## config.mk

```make
export PLATFORM = sky130hd
export DESIGN_NAME = scale_wr_burst
export DESIGN_NICKNAME = d
export VERILOG_FILES = /design/src/rtl/scale_wr_burst.sv
export SDC_FILE = /design/constraint.sdc
export NUM_CORES = 1
export LEC_CHECK = 0
export BUFFER_PORTS_ARGS = -buffer_cell sky130_fd_sc_hd__buf_4
export CELL_PAD_IN_SITES_DETAIL_PLACEMENT = 0
export CELL_PAD_IN_SITES_GLOBAL_PLACEMENT = 1
export CORE_AREA = 2 2 156 158
export DETAILED_ROUTE_END_ITERATION = 7
export DIE_AREA = 0 0 158 160
export PLACE_DENSITY = 0.85
export SLEW_MARGIN = 40
export SYNTH_ARGS = -nofsm -noshare
export SYNTH_HDL_FRONTEND = slang
export SYNTH_SLANG_ARGS = --single-unit
```

## constraint.sdc

```tcl
create_clock -name axi_clk -period 8.38 [get_ports axi_clk]
set_input_delay 0.838 -clock axi_clk [delete_from_list [all_inputs] [get_ports axi_clk]]
set_output_delay 0.838 -clock axi_clk [all_outputs]
set_load 0.03 [all_outputs]
```

## src/rtl/scale_wr_burst.sv

```systemverilog
// DDR write-burst sequencer: drains a FWFT FIFO into fixed-length bursts at an incrementing address.
// Optional statistics counters are built only when SCALE_WR_STAT_EN is defined.
module scale_wr_burst #(
    parameter int AXI_ADDR_WIDTH = 28,
    parameter int AXI_DATA_WIDTH = 128,
    parameter int LEN_WIDTH      = 8,
    parameter int BURST_LEN      = 16,
    parameter int CNT_WIDTH      = 11
) (
    input  logic                      axi_clk,
    input  logic                      rst_n,
    input  logic                      frame_start,
    input  logic [AXI_ADDR_WIDTH-1:0] base_addr,
    input  logic [21:0]               frame_words,
    input  logic [AXI_DATA_WIDTH-1:0] fifo_rdata,
    input  logic [CNT_WIDTH-1:0]      fifo_count,
    output logic                      fifo_rd_en,
    output logic                      wr_burst_req,
    output logic [LEN_WIDTH-1:0]      wr_burst_len,
    output logic [AXI_ADDR_WIDTH-1:0] wr_burst_addr,
    input  logic                      wr_burst_data_req,
    output logic [AXI_DATA_WIDTH-1:0] wr_burst_data,
    input  logic                      wr_burst_finish,
    output logic                      frame_done,
    output logic                      frame_abort,
    output logic                      busy,
    output logic [15:0]               burst_cnt,
    output logic [15:0]               drop_cnt,
    output logic [2:0]                dbg_state
);

    // Handshake: wr_burst_req stays high with len/addr stable until the first
    // wr_burst_data_req; every wr_burst_data_req cycle with beat < blen pops the
    // FIFO head in the same cycle, and wr_burst_finish closes the burst.
    typedef enum logic [2:0] {
        ST_IDLE = 3'd0,
        ST_WAIT = 3'd1,
        ST_REQ  = 3'd2,
        ST_DATA = 3'd3,
        ST_DONE = 3'd4
    } state_t;

    localparam int BPB = AXI_DATA_WIDTH / 8;

    state_t                    r_state;
    state_t                    w_state_nxt;
    logic [AXI_ADDR_WIDTH-1:0] r_cur_addr;
    logic [21:0]               r_remain;
    logic [LEN_WIDTH-1:0]      r_blen;
    logic [AXI_ADDR_WIDTH-1:0] r_burst_addr;
    logic [LEN_WIDTH-1:0]      r_beat;
    logic                      r_pending;
    logic                      r_frame_done;
    logic                      r_frame_abort;

    logic [LEN_WIDTH-1:0]      w_blen;
    logic [21:0]               w_remain_nxt;
    logic [AXI_ADDR_WIDTH-1:0] w_addr_step;
    logic                      w_latch;
    logic                      w_abort;
    logic                      w_load;
    logic                      w_advance;
    logic                      w_set_pend;
    logic                      w_done_set;
    logic                      w_pop;
    logic                      w_new_zero;

    assign w_blen       = (r_remain >= 22'(BURST_LEN)) ? LEN_WIDTH'(BURST_LEN)
                                                       : r_remain[LEN_WIDTH-1:0];
    assign w_remain_nxt = r_remain - 22'(r_blen);
    assign w_addr_step  = AXI_ADDR_WIDTH'(r_blen) * AXI_ADDR_WIDTH'(BPB);
    assign w_new_zero   = (frame_words == 22'd0);

    always_ff @(posedge axi_clk) begin
        if (!rst_n) begin
            r_state <= ST_IDLE;
        end else begin
            r_state <= w_state_nxt;
        end
    end

    always_comb begin
        w_state_nxt = r_state;
        w_latch     = 1'b0;
        w_abort     = 1'b0;
        w_load      = 1'b0;
        w_advance   = 1'b0;
        w_set_pend  = 1'b0;
        w_done_set  = 1'b0;
        w_pop       = 1'b0;
        case (r_state)
            ST_IDLE: begin
                if (frame_start) begin
                    w_latch     = 1'b1;
                    w_state_nxt = w_new_zero ? ST_DONE : ST_WAIT;
                end
            end
            ST_WAIT: begin
                if (frame_start) begin
                    w_latch     = 1'b1;
                    w_abort     = 1'b1;
                    w_state_nxt = w_new_zero ? ST_DONE : ST_WAIT;
                end else if (fifo_count >= CNT_WIDTH'(w_blen)) begin
                    w_load      = 1'b1;
                    w_state_nxt = ST_REQ;
                end
            end
            ST_REQ: begin
                w_set_pend = frame_start;
                if (wr_burst_data_req) begin
                    w_pop       = 1'b1;
                    w_state_nxt = ST_DATA;
                end
            end
            ST_DATA: begin
                w_pop = wr_burst_data_req && (r_beat < r_blen);
                if (wr_burst_finish) begin
                    w_advance = 1'b1;
                    // A new frame takes over only once the burst in flight has closed.
                    if (r_pending || frame_start) begin
                        w_latch     = 1'b1;
                        w_abort     = 1'b1;
                        w_state_nxt = w_new_zero ? ST_DONE : ST_WAIT;
                    end else begin
                        w_state_nxt = (w_remain_nxt == 22'd0) ? ST_DONE : ST_WAIT;
                    end
                end else begin
                    w_set_pend = frame_start;
                end
            end
            ST_DONE: begin
                w_done_set  = 1'b1;
                w_state_nxt = ST_IDLE;
            end
            default: begin
                w_state_nxt = ST_IDLE;
            end
        endcase
    end

    always_ff @(posedge axi_clk) begin
        if (!rst_n) begin
            r_cur_addr    <= '0;
            r_remain      <= '0;
            r_blen        <= '0;
            r_burst_addr  <= '0;
            r_beat        <= '0;
            r_pending     <= 1'b0;
            r_frame_done  <= 1'b0;
            r_frame_abort <= 1'b0;
        end else begin
            r_frame_done  <= w_done_set;
            r_frame_abort <= w_abort;
            if (w_latch) begin
                r_cur_addr <= base_addr;
                r_remain   <= frame_words;
            end else if (w_advance) begin
                r_cur_addr <= r_cur_addr + w_addr_step;
                r_remain   <= w_remain_nxt;
            end
            if (w_latch) begin
                r_pending <= 1'b0;
            end else if (w_set_pend) begin
                r_pending <= 1'b1;
            end
            if (w_load) begin
                r_blen       <= w_blen;
                r_burst_addr <= r_cur_addr;
                r_beat       <= '0;
            end else if (w_pop) begin
                r_beat <= r_beat + LEN_WIDTH'(1);
            end
        end
    end

`ifdef SCALE_WR_STAT_EN
    logic [15:0] r_burst_cnt;
    logic [15:0] r_drop_cnt;

    always_ff @(posedge axi_clk) begin
        if (!rst_n) begin
            r_burst_cnt <= '0;
            r_drop_cnt  <= '0;
        end else begin
            if (w_advance && (r_burst_cnt != 16'hFFFF)) begin
                r_burst_cnt <= r_burst_cnt + 16'd1;
            end
            if (w_abort && (r_drop_cnt != 16'hFFFF)) begin
                r_drop_cnt <= r_drop_cnt + 16'd1;
            end
        end
    end

    assign burst_cnt = r_burst_cnt;
    assign drop_cnt  = r_drop_cnt;
`else
    assign burst_cnt = 16'd0;
    assign drop_cnt  = 16'd0;
`endif

    assign fifo_rd_en    = w_pop;
    assign wr_burst_req  = (r_state == ST_REQ);
    assign wr_burst_len  = r_blen;
    assign wr_burst_addr = r_burst_addr;
    assign wr_burst_data = fifo_rdata;
    assign frame_done    = r_frame_done;
    assign frame_abort   = r_frame_abort;
    assign busy          = (r_state != ST_IDLE);
    assign dbg_state     = r_state;

endmodule

```

==> results of run 1 <==
-- worst max-delay path: stages (launching register included) --
cell and delay (ns):
dfxtp_1 0.34, nor3_1 0.37, nand2_1 0.24, nor4_4 0.58, and2_1 0.24, ha_1 0.13, or4b_1 0.42, a31oi_1 0.18
o2111ai_1 0.14, nand3_2 0.13, nand4b_1 0.10, buf_4 0.28, nand2_1 0.35, nor2_1 0.09
-- layout by cell type (no fill, tap or decap), types with 10 or more instances in the layout --
master,instances
nand3_1,24
a21oi_1,54
buf_4,114
xor2_1,13
nor2_1,35
dfxtp_1,100
nor3_1,18
o21ai_0,40
and3_1,10
inv_1,19
o211a_1,12
a21boi_0,11
a21boi_1,30
nand2_1,127
xnor2_1,33
ha_1,32
conb_1,35
-- area by class of cell --
cell class	instances	area, um2	area share, %
well taps	324	405	5.68
repair buffers	115	867	12.1
clock inverters	7	60.1	0.841
multi-input cells	572	3510	49.2
clock buffers	9	225	3.15
flip-flops and latches	100	2000	28.0
inverters	19	71.3	0.998
-- sequential cells by signal, indices dropped and copies added, names as in the netlist --
signal         cells
frame_abort        1
r_cur_addr        28
r_beat             8
r_remain          22
r_pending          1
wr_burst_addr     28
dbg_state          3
frame_done         1
wr_burst_len       8
-- power by group --
| part | switching [W] | internal (W) |
|---|---|---|
| Clock | 0.000196 | 0.000206 |
| Combinational | 0.000169 | 0.000107 |
| Sequential | 0.0000348 | 0.000507 |
-- layer usage --
metal | vias up | part of all wire (%) | GRT usage [%]
met2 | 164 | 46 | 21.6
met1 | 2430 | 42 | 15.7
li1 | 2662 | - | -
met3 | 48 | 8.2 | 4.61
met5 | - | 0 | 0
met4 | 0 | 3.6 | 6.02
-- through the flow --
step,hold slack (ns),cells,setup slack (ns)
floorplan,0.431,887,5.29
global placement,0.443,1130,4.73
detailed placement,0.446,1130,4.59
CTS,0.456,1146,4.59
global route,0.474,1146,4.29
finish,0.453,1146,4.66
-- kinds of logic (layout without fill, tap and decap cells) --
group                    count (synthesis)  after routing  share of synthesized area (%)
multiplexers                             1              1                          0.147
AND/OR/NAND/NOR                        269            269                           19.0
adder cells (fa/ha/maj)                 34             34                           6.46
flip-flops                             100            100                           29.4
XOR/XNOR                                46             46                           5.91
AO/OA/AOI/OAI                          187            187                           18.0
other                                    2             35                          0.110
buffers and inverters                  215            150                           21.1
-- how the worst max path moves through the flow --
| stage | slack [ns] | depth (start not counted) | start | endpoint |
|---|---|---|---|---|
| 5_1_grt | 4.29 | 13 | r_remain[13] | r_beat[6] |
| 6_report | 4.66 | 13 | r_remain[13] | r_beat[6] |
| 2_1_floorplan | 5.29 | 13 | r_remain[13] | wr_burst_addr[2] |
| 3_5_place_dp | 4.59 | 13 | r_remain[13] | r_beat[6] |
| 4_1_cts | 4.59 | 13 | r_remain[13] | r_beat[6] |
| 3_3_place_gp | 4.73 | 13 | r_remain[13] | r_beat[0] |
==> run summary, run 1 <==
Of the available clock period, the critical path in the final layout requires 44.4%. The fraction of synthesis flops using an asynchronous set or reset pin was 0%; the row count was 57. The repair_antennas step left the layout with diodes totalling 0. The static power due to leakage was 2.86 nW; the number of slew-limit violations in the final report was 0. The worst hold path was traced through 2 stages.

After clock tree synthesis, the clock-pin slew on the worst setup and hold paths is 0.07 ns. In this run the critical register-to-register path is launched from r_remain[13]. Across all register-to-register paths, the minimum setup slack is 4.66 ns. The flop and latch count out of synthesis came out at 100. The type of the worst setup path was reg -> reg.

Number of ports placed on the die boundary: 398. The via count normalized by instance count came out at 4.63. The logs give 8.60 ns for the data required time at the worst endpoint and 25300 um2 for the floorplan die area. Overall power consumption after layout is estimated at 0.00122 W. No sink is reached through more buffers than the 2 on the longest clock path. VDD sags by at most 0.0893 mV. In this run the tool buffered the top-level ports with 109 buffer cells.

Compared with the post-synthesis result, the final layout area differs by 4.73%. The filler cells instantiated in the layout total 2632. The synthesized netlist occupies a cell area of 6820 um2. The first global-routing pass estimated 26900 um of wire.

The tools report the routability-driven placement congestion ratio as 0.858. The number of global-route vias before repair came out at 5231. For the worst flop-to-flop path, the logic depth is 13. Once detail routing completed, the nets flagged for antenna violations numbered 0. Worst min-delay path startpoint: wr_burst_addr[1].

The tools report the final routed wirelength across all metal layers as 17000 um. In this run, synthesis inferred 0 flip-flops with an integrated enable. The width of the die works out to 158 um. Class of the worst hold path: reg -> reg.

The worst endpoint data arrival time came out at 3.94 ns. The tools report the placement-stage cell area as 6850 um2. Setup violations remaining at the end of the flow were counted as 0.

In this run the worst path has a maximum fanout of 34. The HPWL reported at the end of detailed placement is 12700 um, and the share of the synthesized area in the top cell type is 29.4%. The count of maximum capacitance violations is 0. The detailed router finished its first iteration with 158 violations. In the final routed layout, each cell accounts on average for 14.9 um. The initial utilization of the core area, before any placement, comes to 28.6%. The hold violation count in the final report came out at 0. The logs give 93 for the largest net degree at the start of global routing and 44.7% for the tightest slew margin relative to the limit. The total DRC errors in the routed layout is 0. Maximum level of the CTS H-tree: 3. The aggregate global routing overflow came out at 0.

Ranked by total cell area, the synthesized netlist is headed by dfxtp_1, buf_4, nand2_1. Synthesis handed over a netlist of 854 instances. Setup repair after global routing left no endpoint under its margin. STA classifies the critical path endpoint as a flip-flop.

TritonCTS built the clock tree. The post-CTS setup buffer count is 0. In the final design database the tool counted 1045 nets.

The clock latency on the worst-skew pair came out at 0.35 ns. The worst-case hold path end point is wr_burst_addr[1]. From bottom edge to top edge, the die measures 160 um. After routing the design area is 7140 um2. Clock tree synthesis found a total of 100 sinks. The first TritonRoute pass finished after 5 iterations. Among all cell types in the netlist, the one instantiated most often is buf_4.

The number of antenna violations at the first check in global routing was 0; the number of buffers added to fix hold violations after cts was 0. Between clock sinks in the finished design, the worst skew comes to 0.0108 ns. At the pin with the least slew margin, the transition time is 0.827 ns. For this run, the top clock speed supported by timing is 269 MHz.

The count of instances resized after the clock tree is built came out at 0. STA classifies the critical path startpoint as a flip-flop. The flow ran to the end, and the final reports show no timing, DRC or antenna violations. The tools report the clock buffer count from CTS as 9. After synthesis, flip-flops and latches occupy 29.4% of the total area. The main flop type after synthesis is dfxtp_1.

The power per cell area was 171 nW/um2. The count of synthesis-stage warnings from yosys is 0, and the count of different cell masters after synthesis is 59. After layout, the minimum clock period comes to 3.72 ns. The final route contains 5304 vias.

The commonest cells after synthesis are buf_4, nand2_1, dfxtp_1, a21oi_1, o21ai_0. The cell sitting at the root of the clock tree is a clkbuf_16. For the final-layout setup total negative slack, the log shows 0 ns. In the global route stage, overall resource usage came out at 13.3%. The worst register-to-register path ends at r_beat[6]. Cells fill 30.0% of the core in the end.

The biggest area contributor in the post-synthesis netlist is dfxtp_1. The mean cell area of the mapped netlist is 7.99 um2. The share of post-route cells with drive strength above 1 is 17.6%, and the area of the core is 23800 um2.
(Power assumes the default switching activity.)
==> inputs of run 2 (changes only) <==
==> constraint.sdc (replaced) <==
create_clock -name axi_clk -period 3.9 [get_ports axi_clk]
set_input_delay 0.39 -clock axi_clk [delete_from_list [all_inputs] [get_ports axi_clk]]
set_output_delay 0.39 -clock axi_clk [all_outputs]
set_load 0.03 [all_outputs]
==> run 2 against run 1 <==
Net effect: first-iteration DRC count is 21% higher; maximum frequency grew 8.1%; core utilization increased by 0.34 points; register-to-register slack worse by 4.2 ns; cell area rose by 1.1%; sequential cell count stayed put.
==> run summary, run 2 (synthesis gave the netlist of run 1 again) <==
The number of search-and-repair iterations in the first detailed-routing pass is 5 (unchanged). The type of the worst setup path is reg -> reg. The run gives 5334 (+0.57%) as the detailed-route via count. The run gives 0.462 ns (-4.20 ns) as the smallest setup slack after layout. The floorplan die area was 25300 um2 (unchanged); the hold violation count in the final report was 0 (unchanged). The tools report the net total in the final layout as 1051 (+0.57%).

The highest net fanout along the worst path came out at 33 (-2.9%). STA classifies the critical path startpoint as a flip-flop. The worst voltage drop across the vdd grid was 0.216 mV (+140%). For the worst endpoint data arrival time, the log shows 3.69 ns (-0.25 ns). The cell at the root of the clock tree was clkbuf_16. The run gives 48.9% (+4.2 points) as the tightest slew margin relative to the limit. The clock buffer count from CTS is 9 (unchanged), and the final number of setup-violating endpoints is 0 (unchanged). For the number of buffers added to fix hold violations after cts, the log shows 0 (unchanged). For the final antenna diode count, the log shows 0 (unchanged).

The logs give 0 (unchanged) for the total DRC errors in the routed layout and 13.3% (+0.031 points) for the total track usage. The post-CTS setup buffer count is 0 (unchanged), and the width of the die is 158 um (unchanged). The number of input and output port buffers inserted came out at 109 (unchanged).

The run finished with clean final reports. The via count normalized by instance count came out at 4.63 (about the same). TritonCTS built the clock tree.

The tools report the data required time at the worst endpoint as 4.15 ns (-4.45 ns). The path class of the tightest hold or removal check is in -> reg. For the number of slew-limit violations in the final report, the log shows 0 (unchanged). The run gives 13100 um (+2.8%) as the HPWL reported at the end of detailed placement. The largest net degree at the start of global routing was 65 (-30%).

The clock latency on the worst-skew pair is 0.36 ns (about the same), and the area of the core is 23800 um2 (unchanged). The tools report the initial cell density of the core as 28.6% (unchanged). For the count of maximum capacitance violations, the log shows 0 (unchanged).

The final routed wirelength across all metal layers came out at 16900 um (-0.85%). The clock slew at the register clock pins of the worst setup and hold paths was 0.07 ns (about the same). The worst-case clock skew is 0.0124 ns (+0.00153 ns), and the aggregate global routing overflow is 0 (unchanged). The run gives 57 (unchanged) as the row count.

For the number of ports placed on the die boundary, the log shows 398 (unchanged). The number of antenna violations at the first check in global routing is 2 (+2), and the number of design-rule violations left by the first detailed-router iteration is 191 (+21%). The power per cell area was 379 nW/um2 (+120%); the area growth from synthesis to final layout was 5.91%.

The routability-driven placement congestion ratio was 0.893 (+4.1%). Worst-case setup slack after placement: 0.464 ns (-4.13 ns). The transition time at the pin with the least slew margin was 0.766 ns (-0.0609 ns). The height of the die works out to 160 um (unchanged). Setup repair after global routing left no endpoint under its margin.

The share of post-route cells with drive strength above 1 was 18.2% (+0.60 points); the final-layout setup total negative slack was 0 ns (unchanged). The type of element capturing the critical path was a flip-flop. The library cell used most frequently in the layout, excluding fill and tap cells, is nand2_1. For the count of instances resized after the clock tree is built, the log shows 0 (unchanged).

For the maximum level of the CTS H-tree, the log shows 3 (unchanged). The static power due to leakage was 2.91 nW (+1.7%). Number of clock sinks seen by CTS: 100 (unchanged). The final cycle utilization of the critical path came out at 88.2% (+44 points). The top cell types in the final layout, fill and taps aside, are nand2_1, buf_4, dfxtp_1, a21oi_1, o21ai_0. The run gives 5224 (-0.13%) as the number of global-route vias before repair. The average routed wire per standard cell was 14.7 um (-1.4%); the antenna violation net count after detailed routing was 0 (unchanged).

The post-layout minimum cycle time is 3.44 ns (-0.280 ns), and the achievable frequency is 291 MHz (+8.1%). The wire length of the first global-routing pass is 26800 um (-0.41%), and the maximum clock insertion buffer count is 2 (unchanged).
==> run 2: cell types whose count changed in the layout (fill, tap and decap cells not counted) <==
cell and delta:
clkinv_4 -2, clkinv_2 +1, buf_6 -1, bufinv_16 +2
buf_4 +7, inv_6 -1
==> run 2: worst paths after layout <==
path	startpoint	end	slack, ns	cells after the start
worst min register to register	wr_burst_addr[7]	wr_burst_addr[7]	0.45	2
worst max register to register	r_remain[10]	wr_burst_len[4]	0.46	13
worst min-delay path	base_addr[11]	r_cur_addr[11]	0.28	3
worst max-delay path	r_remain[10]	wr_burst_len[4]	0.46	13
==> run 2: power by group <==
part           internal, W  total [W]  switching, W
clock             0.000566   0.000978      0.000413
sequential         0.00109    0.00116     0.0000754
combinational     0.000233   0.000594      0.000361
==> run 2: through the flow <==
step	cells	instance area [um2]	util [%]	power (W)	hold WS, ns
detailed placement	1136	6890	28.9	0.00178	0.444
global placement	1136	6890	28.9	0.00178	0.442
CTS	1152	7220	30.3	0.00276	0.275
global route	1152	7220	30.3	0.00287	0.277
floorplan	887	6940	-	0.00186	0.431
finish	1152	7220	30.3	0.00274	0.282
==> run 2: cell type report <==
| class | count | area [um2] |
|---|---|---|
| flip-flops and latches | 100 | 2000 |
| repair buffers | 121 | 908 |
| fillers | 2585 | 16600 |
| clock buffers | 9 | 225 |
| clock inverters | 7 | 98.8 |
| inverters | 19 | 71.3 |
| multi-input cells | 572 | 3510 |
| well taps | 324 | 405 |
==> run 2: metal layers <==
layer / share of wire, % / GRT usage (%) / vias up
met1: 41 / 15.9 / 2446
met2: 48 / 22.0 / 161
met5: 0.17 / 0 / -
li1: - / - / 2677
met4: 2.3 / 5.49 / 4
met3: 8.6 / 4.29 / 46
==> run 2: worst max-delay path: stages (launching register included) <==
cell       delay [ns]
dfxtp_1          0.38
nor3_1           0.48
nand3_1          0.21
nor4_4           0.26
and2_1           0.22
ha_1             0.12
or4b_1           0.42
a31oi_1          0.19
o2111ai_1        0.13
nand3_2          0.13
and4b_1          0.19
buf_4            0.33
nand2_1          0.08
and3_1           0.18
